$ cat src/rtl/div_seq.sv
// ============================================================================
// Module      : div_seq
// Description : 32-bit sequential restoring divider (DIV/DIVU) producing a
//               HI remainder and a LO quotient. Define DIV_ZERO_FAST_EN to
//               complete b=0 divides in one cycle.
// Revision    : 1.0 - initial release
// ============================================================================
`default_nettype none

module div_seq (
    input  logic        clk,
    input  logic        rst,
    input  logic        start,
    input  logic        signed_div,
    input  logic        annul,
    input  logic [31:0] a,
    input  logic [31:0] b,
    output logic [31:0] hi_o,
    output logic [31:0] lo_o,
    output logic        res_valid,
    output logic        busy
);

    typedef enum logic [1:0] {
        IDLE = 2'd0,
        BUSY = 2'd1,
        DONE = 2'd2
    } state_t;

    localparam logic [4:0] c_LAST_ITER = 5'd31;

    state_t      r_state;
    state_t      w_state_nxt;
    logic [4:0]  r_cnt;
    logic [31:0] r_quo;
    logic [31:0] r_rem;
    logic [31:0] r_div;
    logic        r_sign_q;
    logic        r_sign_r;
    logic        r_bzero;

    logic        w_accept;
    logic        w_fast;
    logic        w_last;
    logic [31:0] w_a_mag;
    logic [31:0] w_b_mag;
    logic [32:0] w_rem_sh;
    logic [32:0] w_diff;
    logic        w_borrow;
    logic [31:0] w_rem_nxt;
    logic [31:0] w_quo_nxt;
    logic [31:0] w_hi_fin;
    logic [31:0] w_lo_fin;

    assign w_accept = (r_state == IDLE) & start & ~annul;
    assign w_last   = (r_state == BUSY) & (r_cnt == c_LAST_ITER) & ~annul;

`ifdef DIV_ZERO_FAST_EN
    assign w_fast = w_accept & (b == 32'd0);
`else
    assign w_fast = 1'b0;
`endif

    assign w_a_mag = (signed_div & a[31]) ? (~a + 32'd1) : a;
    assign w_b_mag = (signed_div & b[31]) ? (~b + 32'd1) : b;

    // The partial remainder stays below the divisor, so a set bit 32 in the
    // difference can only mean the trial subtraction borrowed.
    assign w_rem_sh  = {r_rem, r_quo[31]};
    assign w_diff    = w_rem_sh - {1'b0, r_div};
    assign w_borrow  = w_diff[32];
    assign w_rem_nxt = w_borrow ? w_rem_sh[31:0] : w_diff[31:0];
    assign w_quo_nxt = {r_quo[30:0], ~w_borrow};

    assign w_lo_fin = r_bzero  ? 32'hFFFF_FFFF
                    : (r_sign_q ? (~w_quo_nxt + 32'd1) : w_quo_nxt);
    assign w_hi_fin = r_sign_r ? (~w_rem_nxt + 32'd1) : w_rem_nxt;

    always_ff @(posedge clk) begin
        if (rst) begin
            r_state <= IDLE;
        end else begin
            r_state <= w_state_nxt;
        end
    end

    always_comb begin
        w_state_nxt = r_state;
        case (r_state)
            IDLE: begin
                if (w_accept) begin
                    w_state_nxt = w_fast ? DONE : BUSY;
                end
            end
            BUSY: begin
                if (annul) begin
                    w_state_nxt = IDLE;
                end else if (r_cnt == c_LAST_ITER) begin
                    w_state_nxt = DONE;
                end
            end
            DONE:    w_state_nxt = IDLE;
            default: w_state_nxt = IDLE;
        endcase
    end

    always_ff @(posedge clk) begin
        if (rst) begin
            r_cnt    <= 5'd0;
            r_quo    <= 32'd0;
            r_rem    <= 32'd0;
            r_div    <= 32'd0;
            r_sign_q <= 1'b0;
            r_sign_r <= 1'b0;
            r_bzero  <= 1'b0;
            hi_o     <= 32'd0;
            lo_o     <= 32'd0;
        end else begin
            if (w_accept) begin
                r_cnt    <= 5'd0;
                r_quo    <= w_a_mag;
                r_rem    <= 32'd0;
                r_div    <= w_b_mag;
                r_sign_q <= signed_div & (a[31] ^ b[31]);
                r_sign_r <= signed_div & a[31];
                r_bzero  <= (b == 32'd0);
            end
            if ((r_state == BUSY) && !annul) begin
                r_cnt <= r_cnt + 5'd1;
                r_quo <= w_quo_nxt;
                r_rem <= w_rem_nxt;
            end
            if (w_fast) begin
                hi_o <= a;
                lo_o <= 32'hFFFF_FFFF;
            end else if (w_last) begin
                hi_o <= w_hi_fin;
                lo_o <= w_lo_fin;
            end
        end
    end

    assign res_valid = (r_state == DONE) & ~annul;
    assign busy      = (r_state == BUSY);

endmodule

`default_nettype wire

$ cat config.mk
export PLATFORM = sky130hd
export DESIGN_NAME = div_seq
export DESIGN_NICKNAME = d
export VERILOG_FILES = /design/src/rtl/div_seq.sv
export SDC_FILE = /design/constraint.sdc
export NUM_CORES = 1
export LEC_CHECK = 0
export ABC_AREA = 1
export BUFFER_PORTS_ARGS = -buffer_cell sky130_fd_sc_hd__buf_4
export CORE_ASPECT_RATIO = 1.75
export CORE_MARGIN = 2
export CORE_UTILIZATION = 61
export DETAILED_ROUTE_END_ITERATION = 6
export GPL_TIMING_DRIVEN = 0
export PLACE_DENSITY = 0.82
export SYNTH_ARGS = -nofsm -noshare
export SYNTH_HDL_FRONTEND = slang
export SYNTH_SLANG_ARGS = --single-unit
export TNS_END_PERCENT = 10
$ cat constraint.sdc
create_clock -name clk -period 5.8 [get_ports clk]
set_clock_uncertainty 0.1 [all_clocks]
set_input_delay 1.74 -clock clk [delete_from_list [all_inputs] [get_ports clk]]
set_output_delay 1.74 -clock clk [all_outputs]
set_load 0.005 [all_outputs]
# ---- Yosys cells after proc, flatten, opt, wreduce, memory -nomap -nowiden
# Cells that the tools add are included.
dict set report word_totals {
  out_inout_bits 66
  reg_bits 170
  word_cells 58
  in_bits 69
}
dict set report op_classes {
  eq_ne 5
  n_addsub 6
  muxes 16
  reduce_logical 6
  bitwise 15
}
# cell n
set ops {}
lappend ops {{$mux 32} 10}
lappend ops {{$add 32x1->32 const B} 4}
lappend ops {{$not 32->32} 4}
lappend ops {{$sub 33x32->33} 1}
lappend ops {{$logic_not 32->1} 1}
lappend ops {{$mux 5} 2}
lappend ops {{$and 1x1->1} 8}
lappend ops {{$mux 2} 3}
lappend ops {{$add 5x1->5 const B} 1}
lappend ops {{$eq 5x5->1 const B} 1}
lappend ops {{$pmux 2 s2} 1}
lappend ops {{$ne 3x2->1 const B} 1}
lappend ops {{$eq 2x1->1 const B} 1}
lappend ops {{$eq 2x2->1 const B} 1}
lappend ops {{$logic_not 2->1} 1}
lappend ops {{$ne 2x2->1 const B} 1}
lappend ops {{$not 1->1} 2}
lappend ops {{$reduce_and 2->1} 1}
lappend ops {{$reduce_bool 2->1} 1}
lappend ops {{$logic_and 1x1->1} 1}
lappend ops {{$logic_not 1->1} 1}
lappend ops {{$xor 1x1->1} 1}

# ---- Logic depth before layout (Yosys ltp)
# Gate-level depths: netlist of the first run.
dict set report logic_depth {
  word_depth 6
  mapped_depth 30
}

# ---- Least setup slack after synthesis of the first run
# OpenSTA, ideal clock, no wires.
dict set report synth_timing {
  kind {register to register}
  start {register r_quo[31]}
  end {register lo_o[30]}
  setup_ns 0.117
  stages_incl_launch_ff 31
  n_path_buf 2
  slack_ns 1.791
  arrival_ns 3.792
  path_cell_list {dfxtp_1 inv_1 ha_1 fa_1 inv_1 nand2_1 nand2_1 nand3_1 nand2_2 nand2_2 nand2_2 nand2_4 nand2_4 nand2_4 nand2_4 buf_6 buf_2 ha_1 inv_1 nor3_1 nand2_1 nor3_1 nand4_1 nand2_1 o21ai_0 inv_1 o21ai_0 a21oi_1 xor2_1 o221ai_1 inv_1}
}
dict set report synth_between {
  elab_chain_cells 6
}
# element line
set synth_rtl {}
lappend synth_rtl {{start, declared} 35} ;# logic [31:0] r_quo;
lappend synth_rtl {{start signal, assigned} 121} ;# r_quo <= w_a_mag;
lappend synth_rtl {{start signal, assigned} 130} ;# r_quo <= w_quo_nxt;
lappend synth_rtl {{$sub 33x32->33} 70} ;# assign w_diff = w_rem_sh - {1'b0, r_div};
lappend synth_rtl {{$not 1->1} 73} ;# assign w_quo_nxt = {r_quo[30:0], ~w_borrow};
lappend synth_rtl {{$not 32->32} 76} ;# : (r_sign_q ? (~w_quo_nxt + 32'd1) : w_quo_nxt);
lappend synth_rtl {{$add 32x1->32} 76}
lappend synth_rtl {{$mux 32} 76}
lappend synth_rtl {{$mux 32} 75} ;# assign w_lo_fin = r_bzero ? 32'hFFFF_FFFF
lappend synth_rtl {{end signal, assigned} 138} ;# lo_o <= w_lo_fin;
lappend synth_rtl {{end, declared} 19} ;# output logic [31:0] lo_o,
# Every way passes these cells.
# A chain may end at the register's enable or synchronous reset.

# ---- Worst setup path after layout of the first run
# Ends and elaborated chain as after synthesis.

==> impl_metrics.py, run 1 <==
metrics = {
    "synthesis": {
        "yosysMostFrequentCell": "nand2_1",
        "yosys_warnings": 0,
        "avgSynthCellArea_sq_um": 6.02,
        "yosysSeqAreaShare": 0.260,
        "async_flop_share": 0,
        "synth_flop_cell": "dfxtp_1",
        "ys_types": 53,
        "yosysTopAreaCell": "dfxtp_1",
        "synth_fp_nets": 2285,
        "synth_edf_count": 0,
        "synth_common_cells": "nand2_1 (666), inv_1 (325), nor2_1 (212), dfxtp_1 (170), nand3_1 (134)",
        "netlist.area_leader.share": 0.260,
        "synth_cells": 2177,
        "ys_ff_latch": 170,
        "syn_area_sq_um": 13100,
        "synth_area_leaders": "dfxtp_1 (26%), nand2_1 (19%), inv_1 (9.3%), nor2_1 (6.1%), nand3_1 (5.1%)",
    },
    "placement": {
        "dpl.hpwl_microns": 38500,
        "gp_congestion": 1.05,
        "port_buffers": 133,
        "post_dp_cell_area_sq_um": 14400,
    },
    "clock_tree": {
        "root_buffer": "clkbuf_16",
        "cts.path.max_buffers": 2,
        "cts_setup_buffers": 0,
        "htree_levels": 4,
        "cts.sinks": 170,
        "worst_skew_pair.late_latency_ns": 0.45,
        "hold_buffers": 0,
        "path_clk_slew_ns": 0.07,
        "tritoncts": "yes",
        "cts.repair.resized": 0,
        "cts_buffers": 17,
    },
    "pwr": {
        "ir_drop_mv": 0.237,
        "leakage_nw": 7.75,
        "finalPower_mw": 3.29,
        "pwr_density_cell_nw_per_um2": 218,
    },
    "critical_path": {
        "cpMaxStageDelayCell": "fa_1",
        "startpoint_type": "flip-flop",
        "worstSetupPathType": "flip-flop to flip-flop",
        "required_ns": 6.09,
        "crit_fanout": 10,
        "slowest_delay_ns": 0.41,
        "path_common_cell": "inv_1",
        "critPathCaptureType": "flip-flop",
        "cp.arrival_ns": 5.51,
    },
    "floorplanning": {
        "die_h_microns": 198,
        "ioPinCount": 135,
        "initial_core_util": 0.615,
        "placementRows": 71,
        "die_area_sq_um": 22700,
        "die_w_microns": 115,
        "core_area_sq_um": 21300,
    },
    "route": {
        "drt-initial-drc-count": 1210,
        "routed_wl_microns": 48700,
        "antenna_left": 0,
        "vias_per_cell": 5.75,
        "vias": 14900,
        "drt_first_pass_iters": 6,
        "drcViolationCount": 0,
        "wl_per_cell_microns": 18.7,
    },
    "sta": {
        "fmax_ghz": 0.192,
        "rsz0062_at_grt": "false",
        "holdWs_ns": 0.377,
        "period_share": 0.899,
        "hold_viol_final": 0,
        "setup_tns_ns": 0,
        "fin_crit_ns": 5.22,
        "setup-violations-final": 0,
        "slew_headroom": 0.459,
        "worst_pin_slew_ns": 0.809,
        "slew_violations": 0,
    },
    "global_routing": {
        "grt_util_all_layers": 0.434,
        "grt_pass1_vias": 14100,
        "overflow": 0,
        "antenna_found_initial": 0,
        "grt_max_degree": 19,
        "grt_pass1_wl_microns": 74600,
    },
    "hold_path": {
        "hold_class": "flip-flop to flip-flop",
    },
    "cells_and_area": {
        "drive_above_1_share": 0.115,
        "nets": 2437,
        "diodes": 0,
        "area_growth_pct": 14.9,
        "design_area_sq_um": 15100,
    },
    "status": {
        "outcome": "complete, no violations",
    },
    "job": {
        "maxCapViolCount": 0,
    },
}
layer usage:
| metal | up-vias | GRT usage | share of wire |
|---|---|---|---|
| li1 | 7254 | - | - |
| met1 | 6762 | 0.411 | 0.33 |
| met2 | 639 | 0.771 | 0.50 |
| met3 | 266 | 0.0860 | 0.063 |
| met4 | 0 | 0.392 | 0.11 |
| met5 | - | 0 | 0 |
cell type report:
cell class,instances,area (sq um)
multi-input combinational,1595,8080
fill,2014,6250
sequential,170,3400
inverter,332,1250
timing repair buffer,133,998
clock buffer,18,439
buffer,80,377
tap,255,319
clock inverter,14,203
power by group:
part / total (mW) / leakage, nW / internal, mW / switching, mW
logic: 0.823 / 6.06 / 0.259 / 0.564
registers: 1.23 / 1.38 / 1.20 / 0.0366
clock network: 1.24 / 0.313 / 0.675 / 0.560
total: 3.29 / 7.75 / 2.13 / 1.16
sequential cells by signal, indices dropped and copies added, names as in the netlist:
name / count
hi_o: 32
lo_o: 32
r_div: 32
r_quo: 32
r_rem: 32
r_cnt: 5
r_state: 2
r_bzero: 1
r_sign_q: 1
r_sign_r: 1
worst max-delay path, delay by kind of cell (launching register included):
| family | cells | cell delay (ns) |
|---|---|---|
| fa+ha+maj | 3 | 0.88 |
| flops | 1 | 0.31 |
| xor+xnor | 1 | 0.25 |
| buf+inv | 7 | 0.90 |
| simple gates | 15 | 2.08 |
| compound gates | 4 | 0.64 |
worst paths after layout:
path         cells past startpoint  slack (ns)  startpoint        to
max reg2reg                     30        0.58   r_quo[31]  lo_o[30]
min                              2        0.38    r_cnt[4]  r_cnt[4]
max                             30        0.58   r_quo[31]  lo_o[30]
min reg2reg                      2        0.38    r_cnt[4]  r_cnt[4]
through the flow:
step / util / setup WS [ns] / instances
after floorplan: - / 1.79 / 2177
after global placement: 0.677 / 0.796 / 2565
after detailed placement: 0.677 / 0.738 / 2565
after CTS: 0.707 / 0.686 / 2597
after global routing: 0.707 / 0.164 / 2597
final: 0.707 / 0.585 / 2597
cell families after synthesis:
kind of cell / Yosys count / synth area share
AND/OR/NAND/NOR: 1174 / 0.393
AO/OA/AOI/OAI: 321 / 0.145
buffers and inverters: 412 / 0.124
adder cells (fa/ha/maj): 39 / 0.0378
XOR/XNOR: 61 / 0.0408
flip-flops: 170 / 0.260
placed cells by master (no fill, tap or decap), types with 27 or more instances in the layout:
master | Yosys | routed
inv_1 | 325 | 325
a31oi_1 | 41 | 41
nor2_1 | 212 | 212
xor2_1 | 39 | 39
a21oi_1 | 109 | 109
o21ai_0 | 89 | 89
ha_1 | 38 | 38
clkbuf_1 | 57 | 57
nand3_1 | 134 | 134
nand2_1 | 666 | 666
dfxtp_1 | 170 | 170
buf_4 | 1 | 134
nor3_1 | 30 | 30
nand2_2 | 29 | 29
o221ai_1 | 27 | 27
Note: power is estimated with default switching activity, not from simulation.
==> inputs of run 2 (changes only) <==
ABC_AREA = 0   (was 1)
CTS_BUF_LIST = sky130_fd_sc_hd__clkbuf_8   (was default)
PLACE_DENSITY = 0.83   (was 0.82)
==> run 2 against run 1 <==
Against the previous run: the run now ends with design-rule violations left; clock power is 22% lower; via count is 17% lower; first-iteration DRC count is 11% lower; register-to-register slack worse by 0.43 ns; critical path type unchanged; critical endpoint is now hi_o[26].
==> impl_metrics.py, run 2 <==
metrics = {
    "floorplanning": {
        "die_h_microns": 184,
        "core_area_sq_um": 18100,
        "initial_core_util": 0.625,
        "placementRows": 65,
        "ioPinCount": 135,
        "die_area_sq_um": 19600,
        "die_w_microns": 107,
    },
    "synthesis": {
        "yosys_warnings": 0,
        "synth_edf_count": 0,
        "synth_common_cells": "nand2_1 (173), dfxtp_1 (170), nor2_1 (155), a21oi_1 (135), o21ai_0 (106)",
        "synth_fp_nets": 1617,
        "yosysMostFrequentCell": "nand2_1",
        "yosysSeqAreaShare": 0.302,
        "netlist.area_leader.share": 0.302,
        "yosysTopAreaCell": "dfxtp_1",
        "syn_area_sq_um": 11300,
        "synth_cells": 1509,
        "ys_ff_latch": 170,
        "async_flop_share": 0,
        "ys_types": 73,
        "synth_flop_cell": "dfxtp_1",
        "avgSynthCellArea_sq_um": 7.47,
        "synth_area_leaders": "dfxtp_1 (30%), a21oi_1 (6.0%), nand2_1 (5.8%), xor2_1 (5.3%), nor2_1 (5.2%)",
    },
    "pwr": {
        "pwr_density_cell_nw_per_um2": 215,
        "ir_drop_mv": 0.222,
        "pwr-share-seq": 0.435,
        "combinationalPowerShare": 0.223,
        "p_sw_uw": 920,
        "leakage_nw": 5.20,
        "p_sw_frac": 0.327,
        "pwr-share-clk": 0.342,
        "internal-power_mw": 1.89,
    },
    "placement": {
        "place_ws_ns": -1.02,
        "port_buffers": 133,
        "gp_congestion": 0.989,
        "dp.cells": 1876,
        "dpl.hpwl_microns": 32300,
    },
    "global_routing": {
        "grt_max_degree": 20,
        "overflow": 0,
        "grt_pass1_wl_microns": 63300,
        "grt_util_all_layers": 0.418,
        "antenna_found_initial": 1,
        "grt_pass1_vias": 12100,
    },
    "critical_path": {
        "required_ns": 6.11,
        "crit_fanout": 10,
        "worstSetupPathType": "flip-flop to flip-flop",
        "critPathCaptureType": "flip-flop",
        "startpoint_type": "flip-flop",
        "cp.arrival_ns": 5.95,
    },
    "job": {
        "maxCapViolCount": 0,
    },
    "sta": {
        "period_share": 0.973,
        "setup_tns_ns": 0,
        "fin_crit_ns": 5.64,
        "fin_ws_ns": 0.157,
        "slew_headroom": 0.260,
        "hold_viol_final": 0,
        "holdWs_ns": 0.365,
        "setup-violations-final": 0,
        "fmax_ghz": 0.177,
        "slew_violations": 0,
        "worst_pin_slew_ns": 1.10,
    },
    "clock_tree": {
        "tritoncts": "yes",
        "cts.sinks": 170,
        "htree_levels": 4,
        "cts_buffers": 17,
        "root_buffer": "clkbuf_8",
        "worst_skew_pair.late_latency_ns": 0.49,
        "path_clk_slew_ns": 0.09,
        "cts.path.max_buffers": 2,
        "hold_buffers": 0,
    },
    "status": {
        "outcome": "finished, violations left",
        "violations": "design-rule violations",
    },
    "cells_and_area": {
        "diodes": 0,
        "area_growth_pct": 16.0,
        "most-common-layout-cells": "nand2_1 (173), dfxtp_1 (169), nor2_1 (154)",
        "final_common_cell": "nand2_1",
        "drive_above_1_share": 0.119,
        "final_util": 0.724,
        "nets": 1770,
        "fin_cells": 1909,
        "num-fill-cells": 1519,
    },
    "route": {
        "antenna_left": 0,
        "vias": 12500,
        "drcViolationCount": 2,
        "wl_per_cell_microns": 21.5,
        "vias_per_cell": 6.53,
        "routed_wl_microns": 41000,
        "drt_first_pass_iters": 7,
        "drt-initial-drc-count": 1072,
    },
    "hold_path": {
        "hold_class": "flip-flop to flip-flop",
    },
}
==> run 2: cell types whose count changed in the layout (fill, tap and decap cells not counted), sizes merged, moves of 24 or more <==
cell | previous run | this run
nand2 | 715 | 173
nor2 | 232 | 155
xnor2 | 22 | 52
a22oi | 0 | 67
a21oi | 112 | 136
o221ai | 27 | 0
xor2 | 39 | 68
a211oi | 2 | 28
nand3 | 137 | 36
inv | 335 | 60
==> run 2: metrics by stage <==
step / instance area [sq um] / power (mW)
floorplan: 11300 / 1.64
global route: 13100 / 2.90
finish: 13100 / 2.81
CTS: 13100 / 2.78
detailed placement: 12600 / 1.85
global placement: 12600 / 1.84
==> run 2: repair_timing <==
item / in CTS / in global routing
pin swaps: 3 / 1
buffers inserted: 2 / 2
endpoints found under the setup margin: 15 / 10
gates resized for setup: 9 / 6
==> run 2: layout make-up <==
type	count	area, sq um	share of cell area
Clock inverter	15	209	0.0160
Buffer	91	360	0.0276
Timing Repair Buffer	137	1030	0.0786
Multi-Input combinational cell	1191	7350	0.562
Tap cell	234	293	0.0224
Sequential cell	170	3400	0.260
Clock buffer	17	234	0.0179
Inverter	54	203	0.0155
==> run 2: kinds of logic after synthesis <==
logic type	after synthesis	synth area share
DFF	170	0.302
xor gates and xnor gates	120	0.0948
adders and majority gates	39	0.0439
AOI/OAI and AO/OA	493	0.285
muxes	7	0.00643
and+or+nand+nor	532	0.218
buffers and inverters	148	0.0500
==> run 2: worst paths after layout <==
path                  start   endpoint  slack (ns)  cells past startpoint
hold reg to reg   r_div[21]  r_div[21]        0.37                      2
setup reg to reg  r_div[29]   hi_o[26]        0.16                     21
hold / removal    r_div[21]  r_div[21]        0.37                      2
setup / recovery  r_div[29]   hi_o[26]        0.16                     21
==> run 2: power by group through the flow <==
stage | clock network, mW | logic (mW) | registers, mW
2_1_floorplan | 0 | 0.397 | 1.24
3_3_place_gp | 0 | 0.592 | 1.25
3_5_place_dp | 0 | 0.598 | 1.25
4_1_cts | 0.952 | 0.606 | 1.22
5_1_grt | 1.00 | 0.677 | 1.23
6_report | 0.962 | 0.626 | 1.22
==> run 2: metal layers <==
metal  vias up  wire, microns  global-route usage
li1       5778              -                   -
met1      5837          13500               0.408
met2       617          20400               0.734
met3       225           2620              0.0684
met4         2           4410               0.393
met5         -             13                   0
==> run 2: critical path: stages (launching register included) <==
cell	delay (ns)
dfxtp_1	0.34
inv_1	0.12
ha_1	0.37
a21o_1	0.24
a2111oi_0	0.54
o31ai_1	0.15
o221a_2	0.28
a41oi_2	0.32
xnor2_4	0.14
inv_2	0.18
buf_4	0.23
buf_4	0.22
nor2_1	0.07
a21oi_2	0.16
ha_2	0.25
nand2_1	0.09
or4_1	0.51
nor2_4	0.18
a31oi_4	0.16
or2_0	0.25
or4_1	0.49
a31oi_1	0.18
==> inputs of run 3 (changes only) <==
CORE_UTILIZATION = 24   (was 61)
PLACE_DENSITY = default   (was 0.83)
==> run 3 against run 2 <==
Against the previous run: the run now ends clean; utilization shrank 43 points; first-iteration DRC count shrank 31%; critical endpoint unchanged; sequential share of layout area shrank 0.83 points; worst hold slack lost 0.0084 ns.
==> impl_metrics.py, run 3 (same netlist as run 2, synthesis figures left out) <==
metrics = {
    "status": {
        "outcome": "complete, no violations",
    },
    "global_routing": {
        "antenna_found_initial": 2,
        "grt_pass1_wl_microns": 72100,
        "overflow": 0,
        "grt_max_degree": 20,
        "grt_util_all_layers": 0.196,
        "grt_pass1_vias": 12000,
    },
    "sta": {
        "setup-violations-final": 0,
        "worst_pin_slew_ns": 1.15,
        "slew_headroom": 0.224,
        "fmax_ghz": 0.177,
        "fin_crit_ns": 5.64,
        "holdWs_ns": 0.357,
        "slew_violations": 0,
        "rsz0062_at_grt": "false",
        "period_share": 0.972,
        "hold_viol_final": 0,
    },
    "route": {
        "drcViolationCount": 0,
        "antenna_left": 0,
        "vias_per_cell": 5.32,
        "wl_per_cell_microns": 21.2,
        "drt-initial-drc-count": 739,
        "routed_wl_microns": 48000,
        "vias": 12000,
        "drt_first_pass_iters": 6,
    },
    "pwr": {
        "ir_drop_mv": 0.131,
        "pwr_density_cell_nw_per_um2": 204,
        "leakage_nw": 5.19,
        "finalPower_mw": 2.76,
    },
    "clock_tree": {
        "tritoncts": "yes",
        "worst_skew_pair.late_latency_ns": 0.53,
        "root_buffer": "clkbuf_8",
        "htree_levels": 4,
        "cts.sinks": 170,
        "cts.path.max_buffers": 2,
        "cts_buffers": 17,
        "path_clk_slew_ns": 0.13,
    },
    "critical_path": {
        "crit_fanout": 19,
        "slowest_delay_ns": 0.48,
        "crit_path_cell_trace": "inv_1 -> ha_1 -> fa_1 -> nand2b_1 -> a21oi_4 -> o21ai_2 -> o41ai_4 -> buf_4 -> a41oi_4 -> xnor2_4 -> inv_2 -> clkbuf_4 -> buf_8 -> nand2_1 -> o21ai_1 -> inv_1 -> ha_4 -> nand2_1 -> or4_4 -> nor2_4 -> a31oi_4 -> or2_0 -> or4_1 -> a31oi_1",
        "cpMaxStageDelayCell": "or4_4",
        "startpoint_type": "flip-flop",
        "cp.arrival_ns": 6.00,
        "required_ns": 6.16,
        "worstSetupPathType": "flip-flop to flip-flop",
        "critPathCaptureType": "flip-flop",
    },
    "cells_and_area": {
        "area_growth_pct": 19.8,
        "design_area_sq_um": 13500,
        "final_common_cell": "nand2_1",
        "most-common-layout-cells": "nand2_1 (173), dfxtp_1 (168), nor2_1 (154)",
        "fin_cells": 2263,
        "drive_above_1_share": 0.120,
        "num-fill-cells": 4996,
        "nets": 1768,
    },
    "placement": {
        "gp_congestion": 0.978,
        "post_dp_cell_area_sq_um": 13000,
        "port_buffers": 133,
        "dpl.hpwl_microns": 39100,
        "dp.cells": 2230,
    },
    "job": {
        "maxCapViolCount": 0,
    },
    "floorplanning": {
        "placementRows": 105,
        "ioPinCount": 135,
        "core_area_sq_um": 46600,
        "die_h_microns": 291,
        "initial_core_util": 0.242,
        "die_w_microns": 168,
        "die_area_sq_um": 48800,
    },
    "hold_path": {
        "hold_class": "flip-flop to flip-flop",
    },
}
## run 3: cell type report
| type | count | area, sq um | share of cell area |
|---|---|---|---|
| Tap cell | 588 | 736 | 0.0544 |
| Timing Repair Buffer | 135 | 1010 | 0.0750 |
| Clock buffer | 17 | 234 | 0.0173 |
| Buffer | 91 | 364 | 0.0269 |
| Antenna cell | 2 | 5.00 | 0.000370 |
| Multi-Input combinational cell | 1191 | 7380 | 0.546 |
| Inverter | 54 | 203 | 0.0150 |
| Clock inverter | 15 | 171 | 0.0127 |
| Sequential cell | 170 | 3410 | 0.252 |
## run 3: final timing paths
kind	depth (start not counted)	startpoint	slack (ns)	endpoint
worst max register to register	24	r_quo[31]	0.16	hi_o[26]
worst max-delay path	24	r_quo[31]	0.16	hi_o[26]
worst min register to register	2	r_div[25]	0.36	r_div[25]
worst min-delay path	2	r_div[25]	0.36	r_div[25]
## run 3: repair_timing
action	in CTS	in global routing
endpoints found under the setup margin	21	9
resized for setup	14	7
hold buffers	0	0
setup buffers	2	0
endpoints found under the hold margin	0	0
pin swaps	2	0
## run 3: stage by stage
stage               utilization  setup slack, ns  TNS [ns]
CTS                       0.289           0.0101         0
floorplan                     -            0.485         0
finish                    0.290            0.163         0
global route              0.290           0.0114         0
detailed placement        0.279            -1.58    -15.86
global placement          0.279            -1.56    -15.08
## run 3: power breakdown
group | total (mW) | switching (mW) | internal, mW
Sequential | 1.22 | 0.0287 | 1.20
Clock | 0.884 | 0.556 | 0.328
Combinational | 0.651 | 0.432 | 0.219
Total | 2.76 | 1.02 | 1.74
## run 3: worst max-delay path, delay by kind of cell (launching register included)
kind                     cells  cell delay (ns)
buffers and inverters        6             0.98
adder cells (fa/ha/maj)      3             0.83
AO/OA/AOI/OAI                7             1.22
XOR/XNOR                     1             0.25
flip-flops                   1             0.45
AND/OR/NAND/NOR              7             1.75
## run 3: routing by layer
| metal | vias to the layer above | part of all wire | wire, microns | GRT usage |
|---|---|---|---|---|
| li1 | 5792 | - | - | - |
| met4 | 0 | 0.095 | 4550 | 0.172 |
| met2 | 397 | 0.54 | 26000 | 0.380 |
| met1 | 5693 | 0.33 | 15800 | 0.175 |
| met3 | 161 | 0.034 | 1630 | 0.0212 |
| met5 | - | 0 | 0 | 0 |
